[config.mk]
export PLATFORM = sky130hd
export DESIGN_NAME = refill_read_arbiter
export DESIGN_NICKNAME = d
export VERILOG_FILES = /design/src/rtl/refill_read_arbiter.sv
export SDC_FILE = /design/constraint.sdc
export NUM_CORES = 1
export LEC_CHECK = 0
export ABC_AREA = 0
export BUFFER_PORTS_ARGS = -buffer_cell sky130_fd_sc_hd__buf_2
export CELL_PAD_IN_SITES_DETAIL_PLACEMENT = 1
export CELL_PAD_IN_SITES_GLOBAL_PLACEMENT = 2
export CORE_UTILIZATION = 13
export CTS_CLUSTER_DIAMETER = 30
export CTS_CLUSTER_SIZE = 16
export DETAILED_ROUTE_END_ITERATION = 10
export PLACE_DENSITY_LB_ADDON = 0.12
export SYNTH_ARGS = -nofsm -noshare
export SYNTH_HDL_FRONTEND = slang
export SYNTH_SLANG_ARGS = --single-unit
export TNS_END_PERCENT = 10
[constraint.sdc]
create_clock -name clk -period 2.2 [get_ports clk]
set_input_delay 0.11 -clock clk [delete_from_list [all_inputs] [get_ports clk]]
set_output_delay 0.11 -clock clk [all_outputs]
set_load 0.03 [all_outputs]
[src/rtl/refill_read_arbiter.sv]
// Shares one AR/R refill read port among NUM_MASTERS cache requesters, one transaction at a time.
// Define REFILL_ARB_RR_EN for round-robin arbitration; the default build uses fixed priority.
module refill_read_arbiter #(
    parameter int NUM_MASTERS = 2,
    parameter int ADDR_W      = 32,
    parameter int DATA_W      = 128
) (
    input  logic                          clk,
    input  logic                          rst,
    input  logic [NUM_MASTERS*ADDR_W-1:0] m_ar_addr,
    input  logic [NUM_MASTERS-1:0]        m_ar_valid,
    output logic [NUM_MASTERS-1:0]        m_ar_ready,
    output logic [DATA_W-1:0]             m_r_data,
    output logic [NUM_MASTERS-1:0]        m_r_valid,
    input  logic [NUM_MASTERS-1:0]        m_r_ready,
    output logic [ADDR_W-1:0]             s_ar_addr,
    output logic                          s_ar_valid,
    input  logic                          s_ar_ready,
    input  logic [DATA_W-1:0]             s_r_data,
    input  logic                          s_r_valid,
    output logic                          s_r_ready,
    output logic [NUM_MASTERS-1:0]        gnt
);
    localparam int IDX_W = (NUM_MASTERS > 1) ? $clog2(NUM_MASTERS) : 1;
    localparam logic [ADDR_W-1:0] LINE_MASK = {{(ADDR_W-4){1'b1}}, 4'h0};

    typedef enum logic [1:0] {IDLE, ADDR, DATA} state_t;

    state_t                   state;
    logic [IDX_W-1:0]         gnt_idx;
    logic [ADDR_W-1:0]        addr_q;
    logic                     any_req;
    logic [IDX_W-1:0]         win_idx;
    logic [ADDR_W-1:0]        win_addr;
    logic [NUM_MASTERS-1:0]   gnt_oh;
    logic                     r_done;

    assign any_req = |m_ar_valid;

`ifdef REFILL_ARB_RR_EN
    logic [IDX_W-1:0] last_grant;
    int               dist;
    int               best;

    // Winner is the requester closest after last_grant in circular order.
    always_comb begin
        win_idx = '0;
        best    = NUM_MASTERS;
        dist    = 0;
        for (int i = 0; i < NUM_MASTERS; i++) begin
            dist = (i + NUM_MASTERS - 1 - int'(last_grant)) % NUM_MASTERS;
            if (m_ar_valid[i] && dist < best) begin
                best    = dist;
                win_idx = IDX_W'(i);
            end
        end
    end
`else
    always_comb begin
        win_idx = '0;
        for (int i = NUM_MASTERS - 1; i >= 0; i--) begin
            if (m_ar_valid[i]) win_idx = IDX_W'(i);
        end
    end
`endif

    always_comb begin
        win_addr = '0;
        gnt_oh   = '0;
        for (int i = 0; i < NUM_MASTERS; i++) begin
            if (win_idx == IDX_W'(i)) win_addr = m_ar_addr[i*ADDR_W +: ADDR_W];
            gnt_oh[i] = (gnt_idx == IDX_W'(i));
        end
    end

    assign r_done = (state == DATA) && s_r_valid && s_r_ready;

    always_ff @(posedge clk) begin
        if (!rst) begin
            state   <= IDLE;
            gnt_idx <= '0;
`ifdef REFILL_ARB_RR_EN
            last_grant <= IDX_W'(NUM_MASTERS - 1);
`endif
        end else begin
            case (state)
                IDLE: if (any_req) begin
                    gnt_idx <= win_idx;
                    state   <= ADDR;
                end
                ADDR: if (s_ar_ready) state <= DATA;
                DATA: if (r_done) begin
                    state <= IDLE;
`ifdef REFILL_ARB_RR_EN
                    last_grant <= gnt_idx;
`endif
                end
                default: state <= IDLE;
            endcase
        end
    end

    // Address is captured at grant so the bus request stays stable even if the requester drops.
    always_ff @(posedge clk) begin
        if (state == IDLE && any_req) addr_q <= win_addr & LINE_MASK;
    end

    always_comb begin
        gnt        = (state != IDLE) ? gnt_oh : '0;
        s_ar_valid = (state == ADDR);
        s_ar_addr  = (state == ADDR) ? addr_q : '0;
        m_ar_ready = (state == ADDR && s_ar_ready) ? gnt_oh : '0;
        s_r_ready  = (state == DATA) && |(m_r_ready & gnt_oh);
        m_r_valid  = (state == DATA && s_r_valid) ? gnt_oh : '0;
        m_r_data   = (state == DATA) ? s_r_data : '0;
    end
endmodule

==> impl_results.md, run 1 <==
* Status: completed
* 1st-iter DRT viols at 48
* Fin util at 24.7%
* Root buffer cell: clkbuf_16
* Worst hold path depth at 2
* Critical path class: register to output port
* PnR worst setup slack at roughly 0.3 ns
* Fmax at 527 MHz
* # nets final at 808
* Worst setup EP type: output port
* IO Count at between 300 and 400
* Post-DRT Antenna Nets at 0
* Startpoint types: register
* Layout Cells excl Fill at slightly below 900
* Final Hold Fails at 0
* Initial antenna violation count at 2
* P_leak at 2.70 nW
* Setup violators final at 0
* Worst-path clk slew at 0.05 ns
* TritonCTS clock tree: yes
* Filler cells at 2381
* Sequential fraction of the synthesis area at a little over a third
* Post-DP Area at ~4500 sq um
* Clock sink count at 31
* Area Growth Syn to Fin at 83.6%
* Post-place setup slack at ~0.58 ns
* Routed vias at 3099
* Number of global-route vias before repair at between 2000 and 3000
* Data required time of the worst path at 2.09 ns
* HPWL Detailed at 11200 um
* H-tree lvl count at 2
* Cell Chain, Critical Path: nor2b_4 -> buf_12 -> and2_1 -> buf_2
* Routed wire length at 13000 um
* Core area at 19000 sq um
* Rows at 50
* Critical path buffer and inverter count at 2
* Gpl congestion at between 0.8 and 0.9
* Pin count of the biggest net entering global routing at 133
* GRT overflow at 0
* Max-cap violations at 0
* Register bit count reported by yosys at 31
* Post-Route Skew at 0.00254 ns
* EDFF count, synth at 28
* Ys flop type: edfxtp_1
* Setup tns final at 0 ns
* RSZ-0062 raised after global routing: no
* Number of distinct library cells after synthesis at 26
* GR Util All Layers at 11.9%
* Critical-path top delay cell: dfxtp_1
* Dpl cells at 861
* CP Max Fanout at 132
* DR vias/cell at 3.56
* PostCTS Resize Cnt at 0
* Power Dens Cells at 522 nW/um^2
* IO buf count at 355
* Ys async rst share at 0%
* Die W at 142 um
* First-pass GRT wire length at 18000 um
* Crit path time final at between 1.5 and 2 ns
* Mapped Cells at ~260
* CP top delay family: buffers and inverters
* Hold WC Path Type: input port to register
* CTS Buffer Depth at 2
* Mapped Avg Cell Area at 9.71 sq um
* Post-route DRC at 0
* Worst path depth at 4
* VDD IR max at between 0.0002 and 0.0003 V
* Die ar. at ~20000 sq um
* Setup Fix Bufs, Post-CTS at 0
* Final Max Slew Viols at 0
* Worst-case reg-to-reg path depth at 3
* Post-synthesis cell area at 2550 sq um
* DR WL/cell at roughly 15 um
* Fraction of layout cells with a size suffix above 1 at about 65%
* Total CTS buffers at 5
* Final period util at 86.3%
* # hold bufs at CTS at 0
* Cell area after layout at 4690 sq um
* Synth warn at 0
* Die Span Y at 142 um
* Clock latency on the worst-skew pair at 0.27 ns
* Pre-antenna DRT Iters at 4
* Max incr delay on CP at 0.49 ns
* Initial Utilization at 13.5%
* CP arrival at roughly 1.8 ns
-- cell type report --
class	instances	area [sq um]	area share (%)
repair buffers	359	1830	39.1
multi-input cells	209	1460	31.1
flip-flops and latches	31	901	19.2
well taps	260	325	6.94
clock buffers	5	125	2.67
clock inverters	3	38.8	0.827
inverters	2	7.51	0.160
diodes	1	2.50	0.0534
-- worst register-to-register path, stage by stage, from the launching register on --
cell and delay, ns:
dfxtp_1 0.39, nor2_1 0.26, o21a_1 0.35, buf_12 0.23
-- kinds of logic after synthesis --
| group | Yosys count | share of synthesized area [%] |
|---|---|---|
| other cells | 1 | 0.147 |
| mux | 29 | 12.7 |
| flops | 31 | 35.3 |
| compound gates | 3 | 1.03 |
| simple gates | 173 | 42.6 |
| buf+inv | 26 | 8.18 |
-- path summary, 6_finish.rpt --
check / slack (ns) / start / end
hold / removal: 0.09 / m_ar_valid[0] / gnt_idx
setup reg to reg: 0.65 / state[1] / addr_q[28]
hold reg to reg: 0.63 / state[1] / state[0]
setup / recovery: 0.30 / state[1] / m_r_data[113]
-- per-layer routing --
| layer | vias up | routed length [um] | GRT usage [%] | share of wire (%) |
|---|---|---|---|---|
| met3 | 9 | 1420 | 4.04 | 11 |
| met5 | - | 12 | 0 | 0.092 |
| li1 | 1527 | - | - | - |
| met4 | 2 | 90 | 1.92 | 0.69 |
| met1 | 1387 | 4700 | 12.6 | 36 |
| met2 | 174 | 6790 | 22.7 | 52 |
-- cells in the final DEF (no fill, tap or decap) --
cell type and instances:
nor4bb_1 1, o21a_1 1, nor4b_1 1, nor2_1 3, inv_1 2, nand2b_1 1
buf_12 2, nor2b_4 1, a221oi_1 1, buf_4 2, nor3_1 3, diode_2 1
mux2_2 28, clkinv_1 1, and4b_1 1, buf_2 355, nor2b_2 1, nor2b_1 1
conb_1 4, clkbuf_16 5, dfxtp_1 3, clkinv_2 1, nand2_1 1, bufinv_16 1
or3b_1 1, edfxtp_1 28, mux2i_1 1, a311o_1 1, and3_1 2, and2_1 156
-- per-stage QoR --
step	total power, mW	hold slack, ns
floorplan	1.34	0.214
global placement	1.71	0.358
detailed placement	1.71	0.376
CTS	2.51	0.0852
global route	2.59	0.103
finish	2.45	0.0943
-- power breakdown --
group          leakage (nW)  internal [mW]  total, mW  switching, mW
clock network        0.0812          0.527      0.769          0.242
registers             0.297          0.728      0.750         0.0219
logic                  2.32          0.353      0.929          0.576
total                  2.70           1.61       2.45          0.840
-- registers in the layout, summed over array words and instances (netlist names) --
name	flops
gnt_idx	1
state	2
addr_q	28
-- Yosys cell counts (2+ instances only) --
| library cell | number | share of area [%] |
|---|---|---|
| inv_1 | 2 | 0.29 |
| edfxtp_1 | 28 | 33 |
| and2_1 | 156 | 38 |
| dfxtp_1 | 3 | 2.4 |
| nor2b_1 | 2 | 0.49 |
| mux2_2 | 28 | 12 |
| buf_4 | 7 | 2.1 |
| clkbuf_1 | 4 | 0.59 |
| and3_1 | 2 | 0.49 |
| nor3_1 | 3 | 0.59 |
| nor2_1 | 3 | 0.44 |
| buf_6 | 11 | 4.9 |
Power figures use the tool's default switching activity.
==> run 2, diff against run 1 <==
--- a/config.mk
+++ b/config.mk
@@ -6,14 +6,15 @@
 export NUM_CORES = 1
 export LEC_CHECK = 0
 export ABC_AREA = 0
-export BUFFER_PORTS_ARGS = -buffer_cell sky130_fd_sc_hd__buf_2
 export CELL_PAD_IN_SITES_DETAIL_PLACEMENT = 1
 export CELL_PAD_IN_SITES_GLOBAL_PLACEMENT = 2
-export CORE_UTILIZATION = 13
+export CORE_AREA = 2 2 144 146
 export CTS_CLUSTER_DIAMETER = 30
 export CTS_CLUSTER_SIZE = 16
 export DETAILED_ROUTE_END_ITERATION = 10
-export PLACE_DENSITY_LB_ADDON = 0.12
+export DIE_AREA = 0 0 146 148
+export DONT_BUFFER_PORTS = 1
+export PLACE_DENSITY_LB_ADDON = 0.15
 export SYNTH_ARGS = -nofsm -noshare
 export SYNTH_HDL_FRONTEND = slang
 export SYNTH_SLANG_ARGS = --single-unit
==> run 2 against run 1 <==
Effect of this change: sequential cell count did not move; utilization fell by 10 points; total power fell by 16%; sequential power barely moved; maximum frequency fell by 1.5%; first-iteration DRC count fell by 10%; global-route usage fell by 3.3 points; final cell count fell by 39%; clock power fell by 14%; critical path type unchanged; critical endpoint is now m_r_data[48]; largest cell class is now multi-input gates; highest routed layer is now met4.
==> impl_results.md, run 2 (synthesis gave the netlist of run 1 again) <==
* Max incr delay on CP at slightly below 0.5 ns
* PostCTS Resize Cnt at 0
* Routed vias at 1898
* Status: completed
* Post-DP Area at 2770 sq um
* Total CTS buffers at 5
* Final period util at 87.6%
* Pin count of the biggest net entering global routing at 133
* Fmax at 519 MHz
* Die W at 146 um
* Post-Route Skew at 0.00559 ns
* # hold bufs at CTS at 3
* Critical path buffer and inverter count at 1
* Setup tns final at 0 ns
* H-tree lvl count at 2
* Critical-path top delay cell: dfxtp_1
* Die ar. at 21600 sq um
* Critical path class: register to output port
* Initial antenna violation count at 5
* Cell area after layout at 2940 sq um
* Most common cell after layout, fill and taps aside: and2_1
* Filler cells at 2393
* First-pass GRT wire length at 13600 um
* Power Dens Cells at 699 nW/um^2
* Worst slew pin tran at 0.593 ns
* Core area at 20000 sq um
* Startpoint types: register
* Dpl cells at 519
* Most flops, register: addr_q
* 1st-iter DRT viols at 43
* Post-DRT Antenna Nets at 0
* Max FFs per register at 28
* P_leak at 1.07 nW
* Setup violators final at 0
* Initial Utilization at between 10% and 20%
* CP arrival at 1.82 ns
* Area Growth Syn to Fin at 15.2%
* Sequential cell area at 901 sq um
* Max-cap violations at 0
* Data required time of the worst path at 2.09 ns
* CTS Buffer Depth at 2
* TritonCTS clock tree: yes
* Cell Chain, Critical Path: nor2b_4 -> buf_12 -> and2_1
* Pre-antenna DRT Iters at 3
* Rows at 52
* Number of global-route vias before repair at 1841
* Fraction of layout cells with a size suffix above 1 at between 10% and 20%
* # nets final at 459
* Die Span Y at 148 um
* Tot Pwr at roughly 2 mW
* Gpl congestion at 0.781
* Rel. slew slack at 60.3%
* GRT overflow at 0
* Root buffer cell: clkbuf_16
* Hold WC Path Type: input port to register
* Worst-path clk slew at 0.06 ns
* CP top delay family: simple AND/OR/NAND/NOR gates
* Crit path time final at 1.93 ns
* Most frequent cells in the layout: and2_1 (156), mux2_2 (28), edfxtp_1 (28), buf_4 (6), clkbuf_16 (5)
* VDD IR max at 0.000231 V
* IO Count at 368
* Layout Cells excl Fill at 533
* RSZ-0062 raised after global routing: no
* Clock sink count at 31
* Worst setup EP type: output port
* Clock latency on the worst-skew pair at 0.28 ns
* Largest registers: addr_q x28, state x2, gnt_idx x1
* GR Util All Layers at ~8.6%
* Final Max Slew Viols at 0
* Setup Fix Bufs, Post-CTS at 0
* Worst hold margin at 0.0528 ns
* Multi-input logic area at 1460 sq um
* Post-route DRC at 0
* IO buf count at 0
* DR WL/cell at 19.7 um
* HPWL Detailed at 8810 um
* Routed wire length at 10500 um
* DR vias/cell at 3.56
* Final Hold Fails at 0
* CP Max Fanout at 132
-- run 2: cell types whose count changed in the layout (fill, tap and decap cells not counted), sizes merged --
cell / previous run / this run
bufinv: 1 / 0
buf: 359 / 7
diode: 1 / 4
dlygate4sd3: 0 / 3
-- run 2: where the power goes --
part	internal, mW	switching, mW	total [mW]
Sequential	0.728	0.0236	0.752
Combinational	0.142	0.498	0.640
Clock	0.407	0.259	0.665
Total	1.28	0.780	2.06
-- run 2: final timing paths --
check,from,endpoint,slack (ns),depth (start not counted)
min reg2reg,state[1],state[0],0.65,1
max reg2reg,state[1],gnt_idx,0.55,3
min,m_ar_addr[61],addr_q[29],0.05,1
max,state[1],m_r_data[48],0.27,3
-- run 2: stage by stage --
step	util, %	setup slack, ns
2_1_floorplan	-	0.527
3_3_place_gp	13.8	0.579
3_5_place_dp	13.8	0.543
4_1_cts	14.6	0.228
5_1_grt	14.7	0.142
6_report	14.7	0.273
-- run 2: area by class of cell --
class                           instances  area share (%)
Tap cell                              270            11.5
Inverter                                2           0.255
Clock inverter                          2           0.298
Timing Repair Buffer                   10            3.23
Sequential cell                        31            30.6
Clock buffer                            5            4.25
Antenna cell                            4           0.340
Multi-Input combinational cell        209            49.5
-- run 2: routing by layer --
metal  vias up  global-route usage, %  share of wire, %
li1        834                      -                 -
met1       875                   9.18                35
met2       177                   15.8                54
met3        12                   2.87               9.8
met4         0                   3.06               1.1
met5         -                      0                 0
==> run 3, diff against run 2 <==
--- a/config.mk
+++ b/config.mk
@@ -14,6 +14,7 @@
 export DETAILED_ROUTE_END_ITERATION = 10
 export DIE_AREA = 0 0 146 148
 export DONT_BUFFER_PORTS = 1
+export GPL_TIMING_DRIVEN = 0
 export PLACE_DENSITY_LB_ADDON = 0.15
 export SYNTH_ARGS = -nofsm -noshare
 export SYNTH_HDL_FRONTEND = slang
==> run 3 against run 2 <==
Effect of this change: sequential share of layout area shrank 1.7 points; first-iteration DRC count shrank 30%; total power grew 8.2%; highest routed layer unchanged; sequential cell count is the same; register-to-register slack lost 0.11 ns; global-route usage grew 0.64 points; combinational power grew 6.4%; final cell count grew 4.1%; critical endpoint is now m_r_data[69]; die area is the same; clock-buffer cell count is the same.
==> impl_results.md, run 3 (synthesis gave the netlist of run 1 again) <==
* CP arrival at 1.82 ns
* First-pass GRT wire length at 14500 um
* Tot Pwr at about 2.2 mW
* IO buf count at 0
* Die W at ~150 um
* Setup violators final at 0
* Critical path buffer and inverter count at 2
* Largest registers: addr_q x28, state x2, gnt_idx x1
* Core area at 20000 sq um
* Most flops, register: addr_q
* CTS Buffer Depth at 2
* Critical path class: register to output port
* Routed wire length at 11300 um
* Status: completed
* IO Count at between 300 and 400
* RSZ-0062 raised after global routing: no
* GRT overflow at 0
* VDD IR max at 0.000228 V
* Post-route DRC at 0
* Clock sink count at 31
* GR Util All Layers at 9.23%
* Initial antenna violation count at 7
* Rel. slew slack at 34.4%
* Clock latency on the worst-skew pair at 0.28 ns
* Max incr delay on CP at 0.49 ns
* CP Max Fanout at 10
* Power Dens Cells at between 700 and 800 nW/um^2
* Crit path time final at about 1.9 ns
* Max-cap violations at 0
* Pre-antenna DRT Iters at 4
* Area Growth Syn to Fin at 22.2%
* P_leak at 1.16 nW
* Rows at 52
* HPWL Detailed at 9790 um
* Crit path top cell by count: buf_6
* Gpl congestion at 0.814
* H-tree lvl count at 2
* Max FFs per register at 28
* Pin count of the biggest net entering global routing at 29
* Fmax at 519 MHz
* Critical-path top delay cell: dfxtp_1
* Routed vias at between 1500 and 2000
* Number of global-route vias before repair at between 1500 and 2000
* Total CTS buffers at 5
* Worst setup EP type: output port
* Startpoint types: register
* Post-Route Skew at 0.00223 ns
* Final period util at 87.6%
* Most common cell after layout, fill and taps aside: and2_1
* Final Hold Fails at 0
* Die Span Y at about 150 um
* Cell area after layout at 3120 sq um
* 1st-iter DRT viols at 30
* Fraction of layout cells with a size suffix above 1 at 20.9%
* CP top delay family: simple AND/OR/NAND/NOR gates
* Cell Chain, Critical Path: nor2b_4 -> buf_6 -> buf_6 -> and2_1
* Worst-path clk slew at 0.05 ns
* Initial Utilization at approximately an eighth
* DR vias/cell at 3.57
* DR WL/cell at 20.3 um
* TritonCTS clock tree: yes
* Die ar. at 21600 sq um
* Post-DP Area at about 2900 sq um
* Final Max Slew Viols at 0
* # nets final at 476
* Hold WC Path Type: input port to register
* Data required time of the worst path at 2.09 ns
* Most frequent cells in the layout: and2_1 (156), mux2_2 (28), edfxtp_1 (28), buf_6 (11), buf_4 (7)
* Post-DRT Antenna Nets at 0
* Worst slew pin tran at 0.977 ns
* Root buffer cell: clkbuf_16
run 3: cell count changes in the layout (fill, tap and decap cells not counted):
cell	change
bufinv_16	+1
o21a_2	+1
diode_2	+4
o21a_1	-1
clkbuf_1	+4
buf_4	+1
buf_12	-1
buf_2	+1
buf_6	+11
clkbuf_2	+1
run 3: timing repair:
action | in CTS | in global routing
hold buffers | 3 | 0
setup endpoints to repair | 29 | 0
buffers inserted | 0 | 0
hold endpoints to repair | 3 | 0
gates resized for setup | 2 | 0
run 3: stage by stage:
step / TNS (ns) / utilization [%] / instances / setup WS [ns] / hold slack, ns
3_5_place_dp: -1.89 / 14.5 / 536 / -0.0720 / 0.220
5_1_grt: 0 / 15.6 / 554 / 0.102 / 0.0359
3_3_place_gp: -1.45 / 14.5 / 536 / -0.0560 / 0.221
6_report: 0 / 15.6 / 555 / 0.272 / 0.0504
2_1_floorplan: 0 / - / 266 / 0.527 / 0.214
4_1_cts: 0 / 15.5 / 547 / 0.158 / 0.0408
run 3: report_power, final:
group / leakage (nW) / total, mW / internal [mW] / switching [mW]
Combinational: 0.783 / 0.681 / 0.168 / 0.514
Clock: 0.0813 / 0.793 / 0.528 / 0.265
Sequential: 0.297 / 0.752 / 0.729 / 0.0230
Total: 1.16 / 2.23 / 1.42 / 0.802
run 3: worst register-to-register path: stages (launching register included):
cell and delay [ns]:
dfxtp_1 0.40, nor2_1 0.28, o21a_2 0.69
run 3: worst paths after layout:
check	from	slack [ns]	cells after the start	endpoint
worst max register to register	state[0]	0.44	2	addr_q[29]
worst min-delay path	m_ar_addr[63]	0.05	1	addr_q[31]
worst min register to register	state[1]	0.63	1	state[0]
worst max-delay path	state[1]	0.27	4	m_r_data[69]
run 3: final cells by class:
class	count	area, sq um
timing repair buffer	3	30.0
tap	270	338
antenna	8	20.0
clock buffer	5	125
fill	2394	16900
multi-input combinational	209	1460
buffer	24	201
clock inverter	3	38.8
sequential	31	901
inverter	2	7.51
run 3: layer usage:
metal	vias up	wire (um)	global-route usage, %
met3	17	1140	3.52
li1	877	-	-
met5	-	0	0
met1	908	3900	9.46
met4	0	365	3.79
met2	180	5860	16.9
